**src/rtl/plic_target_arbiter.sv**
```systemverilog
// Per-target PLIC arbiter: reduces pending/enabled sources to one winning ID
// through an optionally pipelined comparator tree, with threshold gating and claim/complete tracking.
module plic_target_arbiter #(
    parameter int NUM_SOURCES    = 31,
    parameter int PRIORITY_WIDTH = 3,
    parameter int ID_WIDTH       = $clog2(NUM_SOURCES + 1),
    parameter int PIPELINED      = 1
) (
    input  logic                                   clk_i,
    input  logic                                   rstn_i,
    input  logic [NUM_SOURCES-1:0]                 interrupt_pending_i,
    input  logic [NUM_SOURCES-1:0]                 interrupt_enable_i,
    input  logic [NUM_SOURCES*PRIORITY_WIDTH-1:0]  interrupt_priority_i,
    input  logic [PRIORITY_WIDTH-1:0]              priority_threshold_i,
    input  logic                                   claim_i,
    input  logic                                   complete_i,
    input  logic [ID_WIDTH-1:0]                    complete_id_i,
    output logic                                   irq_o,
    output logic [PRIORITY_WIDTH-1:0]              max_priority_o,
    output logic [ID_WIDTH-1:0]                    max_id_o,
    output logic [ID_WIDTH-1:0]                    claim_id_o,
    output logic [NUM_SOURCES-1:0]                 in_service_o
);

    localparam int LEVELS     = $clog2(NUM_SOURCES + 1);
    localparam int NUM_LEAVES = 1 << LEVELS;
    localparam int NODE_WIDTH = PRIORITY_WIDTH + ID_WIDTH;

    // One-hot source mask for an ID; ID 0 and out-of-range IDs map to an empty mask.
    function automatic logic [NUM_SOURCES-1:0] id_onehot(input logic [ID_WIDTH-1:0] id);
        logic [NUM_SOURCES-1:0] oh;
        oh = {NUM_SOURCES{1'b0}};
        for (int k = 0; k < NUM_SOURCES; k++) begin
            oh[k] = (id == ID_WIDTH'(k + 1));
        end
        return oh;
    endfunction

    // Node is {priority, id}: a plain magnitude compare gives priority first, then greater ID on ties.
    function automatic logic [NODE_WIDTH-1:0] pick(input logic [NODE_WIDTH-1:0] a,
                                                   input logic [NODE_WIDTH-1:0] b);
        logic [NODE_WIDTH-1:0] w;
        if (b > a) begin
            w = b;
        end else begin
            w = a;
        end
        return w;
    endfunction

    logic [NUM_SOURCES-1:0]    in_service_r;
    logic [NUM_SOURCES-1:0]    in_service_next_s;
    logic [ID_WIDTH-1:0]       claim_id_r;
    logic [NODE_WIDTH-1:0]     node_s [1:2*NUM_LEAVES-1];
    logic [PRIORITY_WIDTH-1:0] root_prio_s;
    logic [ID_WIDTH-1:0]       root_id_s;
    logic                      root_stale_s;

    // Heap-indexed tree: node n has children 2n and 2n+1; leaves sit at NUM_LEAVES + slot.
    for (genvar s = 0; s < NUM_LEAVES; s++) begin : g_leaf
        if (s >= 1 && s <= NUM_SOURCES) begin : g_src
            logic [PRIORITY_WIDTH-1:0] prio_s;
            logic                      eligible_s;
            assign prio_s     = interrupt_priority_i[(s-1)*PRIORITY_WIDTH +: PRIORITY_WIDTH];
            assign eligible_s = interrupt_pending_i[s-1] & interrupt_enable_i[s-1]
                              & ~in_service_r[s-1] & (prio_s != {PRIORITY_WIDTH{1'b0}});
            assign node_s[NUM_LEAVES+s] = eligible_s ? {prio_s, ID_WIDTH'(s)}
                                                     : {NODE_WIDTH{1'b0}};
        end else begin : g_tie
            assign node_s[NUM_LEAVES+s] = {NODE_WIDTH{1'b0}};
        end
    end

    for (genvar n = 1; n < NUM_LEAVES; n++) begin : g_node
        logic [NODE_WIDTH-1:0] pick_s;
        assign pick_s = pick(node_s[2*n], node_s[2*n+1]);
        if (PIPELINED != 0 || n == 1) begin : g_reg
            logic [NODE_WIDTH-1:0] node_r;
            // Tree stage register; the root is always registered.
            always_ff @(posedge clk_i or negedge rstn_i) begin
                if (!rstn_i) begin
                    node_r <= {NODE_WIDTH{1'b0}};
                end else begin
                    node_r <= pick_s;
                end
            end
            assign node_s[n] = node_r;
        end else begin : g_comb
            assign node_s[n] = pick_s;
        end
    end

    assign root_prio_s  = node_s[1][NODE_WIDTH-1 -: PRIORITY_WIDTH];
    assign root_id_s    = node_s[1][ID_WIDTH-1:0];
    assign root_stale_s = |(in_service_r & id_onehot(root_id_s));

    // Suppress an in-flight winner that has already been claimed.
    always_comb begin
        max_id_o       = {ID_WIDTH{1'b0}};
        max_priority_o = {PRIORITY_WIDTH{1'b0}};
        if (root_stale_s) begin
            max_id_o       = {ID_WIDTH{1'b0}};
            max_priority_o = {PRIORITY_WIDTH{1'b0}};
        end else begin
            max_id_o       = root_id_s;
            max_priority_o = root_prio_s;
        end
    end

    assign irq_o = (max_id_o != {ID_WIDTH{1'b0}}) && (max_priority_o > priority_threshold_i);

    // Next in-service mask: complete clears, claim of a nonzero winner sets.
    always_comb begin
        in_service_next_s = in_service_r;
        if (complete_i) begin
            in_service_next_s = in_service_next_s & ~id_onehot(complete_id_i);
        end else begin
            in_service_next_s = in_service_next_s;
        end
        if (claim_i) begin
            in_service_next_s = in_service_next_s | id_onehot(max_id_o);
        end else begin
            in_service_next_s = in_service_next_s;
        end
    end

    // In-service and claim-ID state.
    always_ff @(posedge clk_i or negedge rstn_i) begin
        if (!rstn_i) begin
            in_service_r <= {NUM_SOURCES{1'b0}};
            claim_id_r   <= {ID_WIDTH{1'b0}};
        end else begin
            in_service_r <= in_service_next_s;
            if (claim_i) begin
                claim_id_r <= max_id_o;
            end else begin
                claim_id_r <= claim_id_r;
            end
        end
    end

    assign in_service_o = in_service_r;
    assign claim_id_o   = claim_id_r;

endmodule
```
**config.mk**
```make
export PLATFORM = sky130hd
export DESIGN_NAME = plic_target_arbiter
export DESIGN_NICKNAME = d
export VERILOG_FILES = /design/src/rtl/plic_target_arbiter.sv
export SDC_FILE = /design/constraint.sdc
export NUM_CORES = 1
export LEC_CHECK = 0
export CORE_UTILIZATION = 23
export CTS_CLUSTER_SIZE = 14
export DETAILED_ROUTE_END_ITERATION = 6
export GPL_TIMING_DRIVEN = 0
export PLACE_DENSITY = 0.42
export SLEW_MARGIN = 20
export SYNTH_ARGS = -nofsm -noshare
export SYNTH_HDL_FRONTEND = slang
export SYNTH_SLANG_ARGS = --single-unit
export TNS_END_PERCENT = 100
```
**constraint.sdc**
```tcl
create_clock -name clk_i -period 6.05 [get_ports clk_i]
set_input_delay 1.21 -clock clk_i [delete_from_list [all_inputs] [get_ports clk_i]]
set_output_delay 1.21 -clock clk_i [all_outputs]
set_load 0.01 [all_outputs]
```
==> results of run 1 <==
-- logic make-up (layout without fill, tap and decap cells) --
family | after synthesis | count (layout) | synth area share, %
buffers and inverters | 140 | 399 | 4.35
adders and majority gates | 153 | 153 | 15.1
muxes | 94 | 94 | 8.20
DFF | 212 | 212 | 41.8
and+or+nand+nor | 384 | 384 | 15.0
AOI/OAI and AO/OA | 306 | 306 | 15.6
-- Yosys cell counts, types with 2 or more instances --
master / instances / area (um^2)
inv_1: 130 / 488
nor2b_1: 36 / 225
a32oi_1: 2 / 17.5
nor3b_1: 2 / 15.0
nand3b_1: 2 / 15.0
a211oi_1: 5 / 37.5
nand4b_1: 3 / 26.3
dfrtp_1: 212 / 5310
a21oi_2: 2 / 17.5
buf_6: 3 / 33.8
o31a_1: 5 / 43.8
o31ai_1: 25 / 188
nand2b_1: 12 / 75.1
o21ai_2: 6 / 52.6
o211ai_1: 9 / 67.6
a22oi_1: 5 / 37.5
o21bai_1: 10 / 75.1
o21ai_0: 106 / 531
and3_1: 6 / 37.5
a22o_1: 4 / 35.0
ha_1: 153 / 1910
nand2_1: 153 / 574
clkbuf_1: 4 / 15.0
o22ai_1: 9 / 56.3
nor2_1: 45 / 169
a21boi_0: 4 / 30.0
and4_1: 4 / 35.0
nor3_1: 6 / 30.0
o2111a_1: 2 / 22.5
nand4_1: 13 / 81.3
or3_1: 8 / 50.1
o2bb2ai_1: 2 / 17.5
buf_2: 3 / 15.0
mux2_2: 66 / 743
nand3_1: 30 / 150
a21o_1: 26 / 195
o21a_1: 26 / 195
a31o_2: 3 / 26.3
mux2i_1: 26 / 260
o21ai_1: 10 / 50.1
and2_1: 56 / 350
a21oi_1: 38 / 190
-- worst min-delay path by stage --
stage,to,slack (ns),from,depth (start not counted)
finish,g_node[10].g_reg.node_r[3],0.50,g_node[20].g_reg.node_r[3],1
floorplan,g_node[10].g_reg.node_r[3],0.45,g_node[20].g_reg.node_r[3],1
global route,g_node[9].g_reg.node_r[2],0.51,g_node[18].g_reg.node_r[2],1
global placement,g_node[9].g_reg.node_r[2],0.48,g_node[18].g_reg.node_r[2],1
CTS,g_node[9].g_reg.node_r[2],0.50,g_node[18].g_reg.node_r[2],1
detailed placement,g_node[9].g_reg.node_r[2],0.47,g_node[18].g_reg.node_r[2],1
-- stage by stage --
stage               instances  util (%)  setup WS [ns]  hold WS (ns)  total power (W)
floorplan                1289         -           2.27         0.449          0.00369
finish                   2244      30.6          0.924         0.499          0.00610
global placement         2196      29.0          -5.26         0.479          0.00462
global route             2244      30.6          0.699         0.514          0.00658
CTS                      2244      30.6          0.895         0.496          0.00620
detailed placement       2199      29.1           1.50         0.474          0.00463
-- layout make-up --
class | instances | area [um^2]
flip-flops and latches | 212 | 5310
clock inverters | 9 | 98.8
plain buffers | 10 | 63.8
multi-input cells | 937 | 6830
inverters | 130 | 488
fillers | 5484 | 37600
well taps | 696 | 871
repair buffers | 214 | 2200
clock buffers | 36 | 717
-- report_power, final --
part | switching, W | leakage, nW | internal [W]
Clock | 0.000588 | 0.407 | 0.000905
Sequential | 0.000281 | 2.86 | 0.00174
Combinational | 0.00134 | 4.36 | 0.00125
Total | 0.00221 | 7.63 | 0.00389
-- placed cells by master, fill, tap and decap left out, types with 6 or more instances in the layout --
cell type	instances
dfrtp_1	212
clkdlybuf4s50_1	210
nand2_1	153
ha_1	153
inv_1	130
o21ai_0	106
mux2_2	66
and2_1	56
nor2_1	45
a21oi_1	38
nor2b_1	36
nand3_1	30
mux2i_1	26
o21a_1	26
a21o_1	26
o31ai_1	25
clkbuf_16	25
nand4_1	13
nand2b_1	12
clkbuf_1	10
o21ai_1	10
o21bai_1	10
o211ai_1	9
o22ai_1	9
or3_1	8
and3_1	6
nor3_1	6
o21ai_2	6
clkinv_2	6
-- registers in the layout, summed over array words and instances, names as in the netlist --
name / flops
claim_id_o: 5
in_service_o: 31
g_node.g_reg.node_r: 176
-- per-layer routing --
metal / vias up / global-route usage [%] / part of all wire [%]
li1: 5023 / - / -
met1: 4633 / 17.6 / 49
met2: 179 / 19.7 / 44
met3: 50 / 1.95 / 4.0
met4: 6 / 3.72 / 2.3
met5: - / 0 / 0.12
==> results.md, run 1 <==
* Status: complete, no violations
* Syn-to-layout area delta at 30.6%
* Crit Path Class: register to primary output
* Crit path launch: g_node[1].g_reg.node_r[1]
* CTS buffer count at 25
* First-pass GRT wire length at 55700 um
* Crit-path cells: clkbuf_1 -> buf_2 -> inv_1 -> a32oi_1 -> o21a_1 -> o21a_1 -> o21a_4 -> and3_1 -> ha_1 -> nor2b_1 -> o21a_1 -> o2111a_1 -> clkdlybuf4s50_1
* Nets@finish at 1850
* Final Critical Period at 5.13 ns
* Ys flop type: dfrtp_1
* Post-CTS sizing at 0
* Ys async rst share at 100%
* Routed wire per std cell at 15.5 um
* Placed cell area at 15800 um^2
* Maximum clock rate at 195 MHz
* Worst-path clk slew at 0.06 ns
* HPWL after DPL at 28100 um
* Post-synth cell types at 59
* Final Cycle Share at 84.7%
* Postcts setup bufs at 0
* Worst reg2reg setup slack at 3.53 ns
* Total number of vias at 9891
* Max_cap viols at 0
* CTS tree: done
* WP data arrival at 3.92 ns
* Final hold violations at 0
* Post-layout instance area at 16600 um^2
* Yosys warns at 0
* Worst setup path endpoint: irq_o
* FF-to-FF End: g_node[28].g_reg.node_r[4]
* Starting density of the core at 23.4%
* Clock buffer depth at 3
* Pwr dens at 368 nW/um^2
* RSZ-0062 raised after global routing: false
* Worst-path maximum fanout at 10
* Crit path required time at 4.84 ns
* Layout cells sized above 1 at 8.46%
* Ant. Diodes at 0
* CTS root buffer: clkbuf_16
* GR Overflow Total at 0
* Peak supply drop at 0.182 mV
* Syn Std Cell Area at 12700 um^2
* Vias in the first global route at 10200
* Crit start category: register
* Endpoint class of the critical path: primary output
* TNS Setup at 0 ns
* Register-to-Register Path Depth at 9
* Die W at 237 um
* Stages on the worst setup path at 13
* CP max-delay cell: clkdlybuf4s50_1
* First-pass DRT Iterations at 4
* Clock sinks at 212
* All-Layer GR Usage at 12.5%
* Syn avg cell area at 9.85 um^2
* Total core area at 54100 um^2
* Top cell by count, worst path: o21a_1
* PortBufs at 211
* Slew margin rel. at 44.5%
* DIE AREA at 56100 um^2
* Syn Inst Count at 1289
* DRC violations left at 0
* Clock Latency Late Sink at 0.54 ns
* Routability Congestion at 0.810
* Synth Net Count at 1609
* Final setup violation count at 0
* ANT nets after route at 0
* Max incr delay on CP at 0.49 ns
* H-tree levels at 1
* Initial drt markers at 419
* CTS Hold Bufs at 0
* CP bufs+invs at 4
* Clock Skews at 0.0201 ns
* Slew Limit Fails at 0
* Via-to-Cell Ratio at 4.41
* EDFF count, synth at 0
* Antenna violations before repair at 3
* Crit-path leading delay family: buffers and inverters
* LEAKAGE at 7.63 nW
* Die H at 237 um
* # rows at 85
* Worst-margin pin slew at 0.826 ns
* Drt total wl at 34700 um
* IO Pins at 212
* #FFs+latches synth at 212
* Worst reg2reg path startpoint: in_service_o[23]
* Worst hold path class: register to register
* Maximum number of pins on one net before global-route repair at 98
* Sequential area share after synthesis at 41.8%
(Power assumes the default switching activity.)
==> inputs of run 2 (changes only) <==
- clock period: 6.05 -> 5.15 ns (I/O delays scaled with it)
==> results.md, run 2 (synthesis gave the netlist of run 1 again) <==
* Worst hold start: g_node[20].g_reg.node_r[3]
* FF-to-FF End: g_node[28].g_reg.node_r[4]
* Commonest non-fill, non-tap cells in the layout: 212 x dfrtp_1, 210 x clkdlybuf4s50_1, 153 x nand2_1, 153 x ha_1, 130 x inv_1
* Hold Path End: g_node[10].g_reg.node_r[3]
* Die W at 237 um (unchanged)
* CTS tree: done
* Drt total wl at 34700 um (-0.21%)
* Die H at 237 um (unchanged)
* Final setup violation count at 0 (unchanged)
* Final Critical Period at 4.86 ns
* Clock Latency Late Sink at 0.54 ns (about the same)
* Initial drt markers at 406 (-3.1%)
* GR Overflow Total at 0 (unchanged)
* Vias in the first global route at 10200 (unchanged)
* # rows at 85 (unchanged)
* Ant. Diodes at 0 (unchanged)
* Status: complete, no violations
* Crit path launch: g_node[1].g_reg.node_r[0]
* DIE AREA at 56100 um^2 (unchanged)
* Largest register FFs at 176 (unchanged)
* Worst-path maximum fanout at 19 (+9)
* Maximum clock rate at 206 MHz
* Postcts setup bufs at 0 (unchanged)
* All-Layer GR Usage at 12.5% (unchanged)
* Post-layout instance area at 16600 um^2 (about the same)
* Most common cell after layout, fill and taps aside: dfrtp_1
* Peak supply drop at 0.214 mV (+17%)
* RSZ-0062 raised after global routing: false
* Worst-margin pin slew at 0.826 ns (unchanged)
* Maximum number of pins on one net before global-route repair at 98 (unchanged)
* CTS buffer count at 25 (unchanged)
* IO Pins at 212 (unchanged)
* HPWL after DPL at 28100 um (unchanged)
* Max_cap viols at 0 (unchanged)
* Crit Path Class: register to primary output
* Worst reg2reg setup slack at 2.63 ns (-0.90 ns)
* Slew Limit Fails at 0 (unchanged)
* Endpoint class of the critical path: primary output
* Syn-to-layout area delta at 30.6% (about the same)
* Final Cycle Share at 94.4%
* Largest register by flop count: g_node.g_reg.node_r
* Crit start category: register
* Placed cell area at 15800 um^2 (unchanged)
* First-pass GRT wire length at 55700 um (unchanged)
* Final hold violations at 0 (unchanged)
* Clock buffer depth at 3 (unchanged)
* Total core area at 54100 um^2 (unchanged)
* Layout cells sized above 1 at 8.47% (+0.011 points)
* CTS root buffer: clkbuf_16
* Clock sinks at 212 (unchanged)
* First-pass DRT Iterations at 5 (+1)
* CTS Hold Bufs at 0 (unchanged)
* Worst hold path class: register to register
* Clock Skews at 0.0204 ns (+0.000273 ns)
* Worst reg2reg path startpoint: in_service_o[23]
* Total number of vias at 9906 (+0.15%)
* DRC violations left at 0 (unchanged)
* TNS Setup at 0 ns (unchanged)
* Pwr dens at 432 nW/um^2 (+17%)
* Hold path depth at 1 (unchanged)
* Via-to-Cell Ratio at 4.42 (+0.24%)
* Post-CTS sizing at 0 (unchanged)
* Starting density of the core at 23.4% (unchanged)
* Layout fillers at 5485 (+0.018%)
* Antenna violations before repair at 3 (unchanged)
* Slew margin rel. at 44.5% (unchanged)
* ANT nets after route at 0 (unchanged)
* PortBufs at 211 (unchanged)
* H-tree levels at 1 (unchanged)
* Register-to-Register Path Depth at 9 (unchanged)
* Nets@finish at 1848 (-0.11%)
* Worst-path clk slew at 0.06 ns (about the same)
* Crit path required time at 4.12 ns (-0.72 ns)
* WP data arrival at 3.83 ns (-0.09 ns)
* Routed wire per std cell at 15.5 um (-0.12%)
* Routability Congestion at 0.810 (unchanged)
* LEAKAGE at 7.63 nW (about the same)
[run 2: changes by cell type in the layout (fill, tap and decap cells not counted), sizes merged]
cell,previous run,this run
clkbuf,40,38
[run 2: layout make-up]
class                           instances  area (um^2)  area share, %
Tap cell                              696          871           5.26
Timing Repair Buffer                  214         2200           13.3
Buffer                                  8         56.3          0.340
Sequential cell                       212         5310           32.0
Inverter                              130          488           2.94
Clock inverter                          9         98.8          0.597
Multi-Input combinational cell        937         6830           41.2
Clock buffer                           36          717           4.33
[run 2: layer usage]
| layer | GRT usage, % | part of all wire [%] |
|---|---|---|
| met4 | 3.72 | 2.3 |
| met3 | 1.95 | 4.0 |
| met5 | 0 | 0.12 |
| met2 | 19.7 | 44 |
| met1 | 17.6 | 49 |
[run 2: how the worst max path moves through the flow]
stage	end	slack, ns
after floorplan	irq_o	1.55
after global placement	g_node[29].g_reg.node_r[0]	-5.98
after detailed placement	irq_o	0.78
after CTS	irq_o	0.18
after global routing	irq_o	0.1
final	irq_o	0.29
[run 2: critical path, stage by stage (launching register included)]
cell,delay (ns)
dfrtp_1,0.37
buf_6,0.21
mux4_1,0.57
o2111a_1,0.26
a21oi_2,0.18
o21a_4,0.23
and3_1,0.22
ha_1,0.25
nor2b_1,0.13
o21a_1,0.16
o2111a_1,0.23
clkdlybuf4s50_1,0.49
[run 2: stage by stage]
| step | worst slack (ns) | hold WS (ns) | utilization [%] | std cells | power (W) |
|---|---|---|---|---|---|
| 6_report | 0.288 | 0.499 | 30.6 | 2242 | 0.00716 |
| 5_1_grt | 0.0971 | 0.514 | 30.6 | 2242 | 0.00773 |
| 4_1_cts | 0.175 | 0.496 | 30.6 | 2244 | 0.00728 |
| 3_5_place_dp | 0.783 | 0.474 | 29.1 | 2199 | 0.00544 |
| 3_3_place_gp | -5.98 | 0.479 | 29.0 | 2196 | 0.00543 |
| 2_1_floorplan | 1.55 | 0.449 | - | 1289 | 0.00433 |
[run 2: power breakdown]
part	total [W]	internal [W]	leakage, nW	switching, W
clock	0.00175	0.00106	0.407	0.000690
combinational	0.00303	0.00146	4.36	0.00156
sequential	0.00238	0.00204	2.86	0.000340
==> inputs of run 3 (changes only) <==
- CORE_UTILIZATION: 23 -> 40
- PLACE_DENSITY: 0.42 -> 0.64
- RECOVER_POWER: not set -> 100
- SLEW_MARGIN: 20 -> not set
==> results.md, run 3 (synthesis gave the netlist of run 1 again) <==
* Status: finished, violations left
* Failing checks: capacitance limit, slew limit
* Vias in the first global route at 9924 (-2.7%)
* Layout cells sized above 1 at 7.00% (-1.5 points)
* Worst reg2reg path startpoint: g_node[10].g_reg.node_r[6]
* Largest register by flop count: g_node.g_reg.node_r
* Slew Limit Fails at 214 (+214)
* Final Cycle Share at 95.5% (+1.1 points)
* Initial drt markers at 515 (+27%)
* Worst-path maximum fanout at 10 (-9)
* Clock sinks at 212 (unchanged)
* PortBufs at 211 (unchanged)
* RSZ-0062 raised after global routing: false
* Die W at 180 um (-24%)
* Worst-margin pin slew at 2.29 ns (+1.46 ns)
* Via-to-Cell Ratio at 5.15 (+17%)
* IO Pins at 212 (unchanged)
* Die H at 180 um (-24%)
* DIE AREA at 32400 um^2 (-42%)
* Register-to-Register Path Depth at 8 (-1)
* Worst hold start: g_node[18].g_reg.node_r[2]
* Routed wire per std cell at 15.6 um (+1.2%)
* Worst-path clk slew at 0.06 ns (about the same)
* Max incr delay on CP at 0.50 ns (-0.07 ns)
* GR Overflow Total at 0 (unchanged)
* Clock Skews at 0.00757 ns (-0.0128 ns)
* Ant. Diodes at 0 (unchanged)
* Clock Latency Late Sink at 0.51 ns (-0.03 ns)
* Antenna violations before repair at 0 (-3)
* Pwr dens at 435 nW/um^2 (+0.62%)
* Post-layout instance area at 16100 um^2 (-2.7%)
* Postcts setup bufs at 0 (unchanged)
* Worst reg2reg setup slack at 2.57 ns (-0.06 ns)
* Crit-path cells: buf_6 -> clkbuf_1 -> nand2_1 -> o211ai_1 -> a21oi_1 -> o21a_1 -> o21a_4 -> and3_1 -> ha_1 -> nor2b_1 -> o21a_1 -> o2111a_1 -> clkdlybuf4s50_1
* CTS Hold Bufs at 0 (unchanged)
* Top cell by count, worst path: o21a_1
* Hold Path End: g_node[9].g_reg.node_r[2]
* Routability Congestion at 0.871 (+7.6%)
* Syn-to-layout area delta at 27.0%
* Maximum number of pins on one net before global-route repair at 118 (+20%)
* Crit path required time at 4.12 ns (about the same)
* First-pass DRT Iterations at 5 (unchanged)
* WP data arrival at 3.89 ns (+0.06 ns)
* DRC violations left at 0 (unchanged)
* Final Critical Period at 4.92 ns (+0.0553 ns)
* Final setup violation count at 0 (unchanged)
* Total core area at 30900 um^2 (-43%)
* Most common cell after layout, fill and taps aside: dfrtp_1
* Total number of vias at 9981 (+0.76%)
* HPWL after DPL at 24300 um (-14%)
* ANT nets after route at 0 (unchanged)
* Worst hold path class: register to register
* All-Layer GR Usage at 18.8% (+6.3 points)
* Post-CTS sizing at 0 (unchanged)
* CTS buffer count at 24 (-4.0%)
* Core Util, Final at 52.1% (+22 points)
* CP max-delay cell: clkbuf_1
* LEAKAGE at 7.72 nW (+1.2%)
* Nets@finish at 1847 (-0.054%)
* CTS tree: done
* H-tree levels at 1 (unchanged)
* Starting density of the core at 41.1% (+18 points)
* Placed cell area at 15300 um^2 (-2.7%)
* Crit Path Class: register to primary output
* Maximum clock rate at 203 MHz (-1.1%)
* Max_cap viols at 2 (+2)
* Final hold violations at 0 (unchanged)
* CTS root buffer: clkbuf_16
* Hold path depth at 1 (unchanged)
* Clock buffer depth at 3 (unchanged)
* Largest register FFs at 176 (unchanged)
* First-pass GRT wire length at 49600 um (-11%)
* Tot Pwr at 0.00701 W (-2.1%)
* Layout fillers at 2796 (-49%)
* Drt total wl at 30300 um (-12%)
* FF-to-FF End: g_node[5].g_reg.node_r[1]
* Commonest non-fill, non-tap cells in the layout: 212 x dfrtp_1, 153 x nand2_1, 153 x ha_1
* Endpoint class of the critical path: primary output
* Slew margin rel. at -52.4% (-97 points)
* Crit start category: register
* # rows at 64 (-25%)
* Peak supply drop at 0.296 mV (+38%)
## run 3: cell type report
class,instances,area [um^2],share of cell area [%]
Clock buffer,36,747,4.64
Inverter,130,488,3.03
Sequential cell,212,5310,32.9
Tap cell,396,495,3.07
Timing Repair Buffer,212,2110,13.1
Clock inverter,6,105,0.652
Multi-Input combinational cell,937,6800,42.2
Buffer,10,62.6,0.388
## run 3: routing by layer
layer / up-vias / wire (um) / GRT usage [%]
met4: 0 / 478 / 4.34
met5: - / 0 / 0
met1: 4718 / 14500 / 26.7
met2: 232 / 13700 / 29.9
met3: 31 / 1660 / 3.15
li1: 5000 / - / -
## run 3: metrics by stage
step	hold WS, ns	TNS, ns	instances	worst slack, ns
2_1_floorplan	0.449	0	1289	1.55
3_3_place_gp	0.482	-1152.03	1896	-5.46
3_5_place_dp	0.477	0	1897	0.845
4_1_cts	0.490	0	1939	0.273
5_1_grt	0.510	0	1939	0.0536
6_report	0.495	0	1939	0.233
## run 3: power breakdown
| group | leakage (nW) | internal [W] | total, W | switching, W |
|---|---|---|---|---|
| registers | 2.86 | 0.00204 | 0.00236 | 0.000318 |
| clock network | 0.423 | 0.00114 | 0.00179 | 0.000643 |
| logic | 4.44 | 0.00137 | 0.00286 | 0.00149 |
| total | 7.72 | 0.00456 | 0.00701 | 0.00245 |
## run 3: worst max path at each step
| stage | cells after the start | startpoint | end |
|---|---|---|---|
| after CTS | 13 | g_node[1].g_reg.node_r[0] | irq_o |
| final | 13 | g_node[1].g_reg.node_r[0] | irq_o |
| after floorplan | 11 | g_node[1].g_reg.node_r[2] | irq_o |
| after global routing | 13 | g_node[1].g_reg.node_r[1] | irq_o |
| after global placement | 1 | rstn_i | g_node[30].g_reg.node_r[0] |
| after detailed placement | 13 | g_node[1].g_reg.node_r[0] | irq_o |
## run 3: worst max-delay path: cells and delay by family, from the launching register on
family	cells	cell delay (ns)
AND/OR/NAND/NOR	3	0.43
flip-flops	1	0.37
buffers and inverters	3	1.13
adder cells (fa/ha/maj)	1	0.28
AO/OA/AOI/OAI	6	1.16
==> variant (flow settings as in run 2) <==
Set the parameter `PIPELINED` to 0 (it was 1).
--- a/src/rtl/plic_target_arbiter.sv
+++ b/src/rtl/plic_target_arbiter.sv
@@ -6,3 +6,3 @@
     parameter int ID_WIDTH       = $clog2(NUM_SOURCES + 1),
-    parameter int PIPELINED      = 1
+    parameter int PIPELINED      = 0
 ) (
Formal check against the unedited RTL: not equivalent (Yosys sat finds a counterexample within 4 cycles, from zero or initial values and one cycle with rstn_i low).
==> variant against run 2 <==
  * The run now ends with setup timing left
  * Clock skew fell by 0.014 ns
  * Worst setup slack worse by 3.4 ns
  * Clock power shrank 83%
  * Cell area fell by 2.0%
  * Count of clock-buffer cells in the layout fell by 31
  * Via count up 0.98%
  * Routed wire length fell by 1.8%
  * Area after synthesis is 30% lower
  * Sequential cell count decreased by 168
  * Total power rose by 24%
  * Cell count is 6.7% lower
  * Largest power group unchanged
==> variant: results (changes against run 2) <==
| Metric | Value |
|---|---|
| Drt total wl | 34000 um (-1.8%) |
| Net Count, Synth | 1460 (-9.3%) |
| Int Pwr | 4.99 mW (+9.2%) |
| Compound-gate portion of the synthesized area | 26.8% (+11 points) |
| Drt initial violations | 344 (-15%) |
| CP max-delay cell | a221o_1 |
| CTS Buf Count | 5 (-80%) |
| CP peak stage delay | 0.34 ns (-0.23 ns) |
| DPL Wire Length | 25500 um (-9.4%) |
| Failing checks | setup timing |
| RD Place Congestion | 0.829 (+2.3%) |
| Status | finished with violations |
| Worst setup path end | g_node[1].g_reg.node_r[5]$_DFF_PN0_ |
| Setup TNS | -24.16 ns (-24.16 ns) |
| Layout net count | 1896 (+2.6%) |
| # H-tree levels | 2 (+1) |
| Post-place setup slack | -4.72 ns (-5.50 ns) |
| Worst-case reg-to-reg path depth | 39 (+30) |
| Hold_sp | claim_id_o[1]$_DFFE_PN0P_ |
| Area of the multi-input gates | 9950 um2 (+46%) |
| Worst EP arrival | 8.43 ns (+4.60 ns) |
| Post-CTS resize count | 499 (+499) |
| Multiplexer share of the synthesized area | 11.9% (+3.7 points) |
| Fillers | 3743 (-32%) |
| Worst hold slack | 0.507 ns (+0.00808 ns) |
| Via count | 10000 (+0.98%) |
| Hold EP | claim_id_o[1]$_DFFE_PN0P_ |
| Worst Setup SP | interrupt_enable_i[10] |
| Final setup fails | 8 (+8) |
| VDD IR max | 0.546 mV (+160%) |
| Layout Cells excl Fill | 2091 (-6.7%) |
| Post-route setup slack | -3.08 ns (-3.36 ns) |
| Total power draw | 8.90 mW (+24%) |
| Largest net degree at the start of global routing | 25 (-74%) |
| Sequential fraction of the synthesis area | 12.4% (-29 points) |
| IO buf count | 210 (-0.47%) |
| Top cells by count, synth | ha_1, nand2_1, inv_1 |
| R2r setup slk | -2.78 ns (-5.41 ns) |
| GRT Total Usage | 16.5% (+4.0 points) |
| Max reg flops | 31 (-82%) |
| Distinct cells, synth | 82 (+39%) |
| Synth area leaders | ha_1, dfrtp_1, mux2i_1, nand2_1, inv_1 |
| Clk buf depth | 2 (-1) |
| Post-synthesis adder-cell area fraction | 21.1% (+6.1 points) |
| Worst flop-to-flop path startpoint | in_service_o[3]$_DFF_PN0_ |
| DR pass1 iterations | 4 (-1) |
## variant: cell types whose count changed after synthesis, sizes merged, moves of 14 or more
cell,before,now
o21ai,122,106
mux2,67,12
mux2i,26,88
nand2,153,139
and3b,0,26
a21o,26,40
o31a,5,23
and2,56,32
a21oi,40,56
dfrtp,212,44
## variant: kinds of logic (layout without fill, tap and decap cells)
logic type	count (synthesis)	after routing
simple gates	365	365
compound gates	336	336
fa+ha+maj	150	150
buf+inv	147	583
mux	101	101
flops	44	44
other cells	0	1
## variant: layer usage
metal / GRT usage, % / share of wire [%] / up-vias
met5: 0 / 0.10 / -
met4: 2.17 / 0.92 / 6
met3: 1.36 / 3.2 / 23
met2: 31.5 / 52 / 180
met1: 20.5 / 44 / 4762
li1: - / - / 5032
## variant: cell type report
class	instances	share of cell area, %
repair buffers	431	23.6
diodes	1	0.0154
clock inverters	2	0.0770
clock buffers	5	0.770
plain buffers	9	0.385
flip-flops and latches	44	6.78
well taps	511	3.94
inverters	136	3.20
multi-input cells	952	61.3
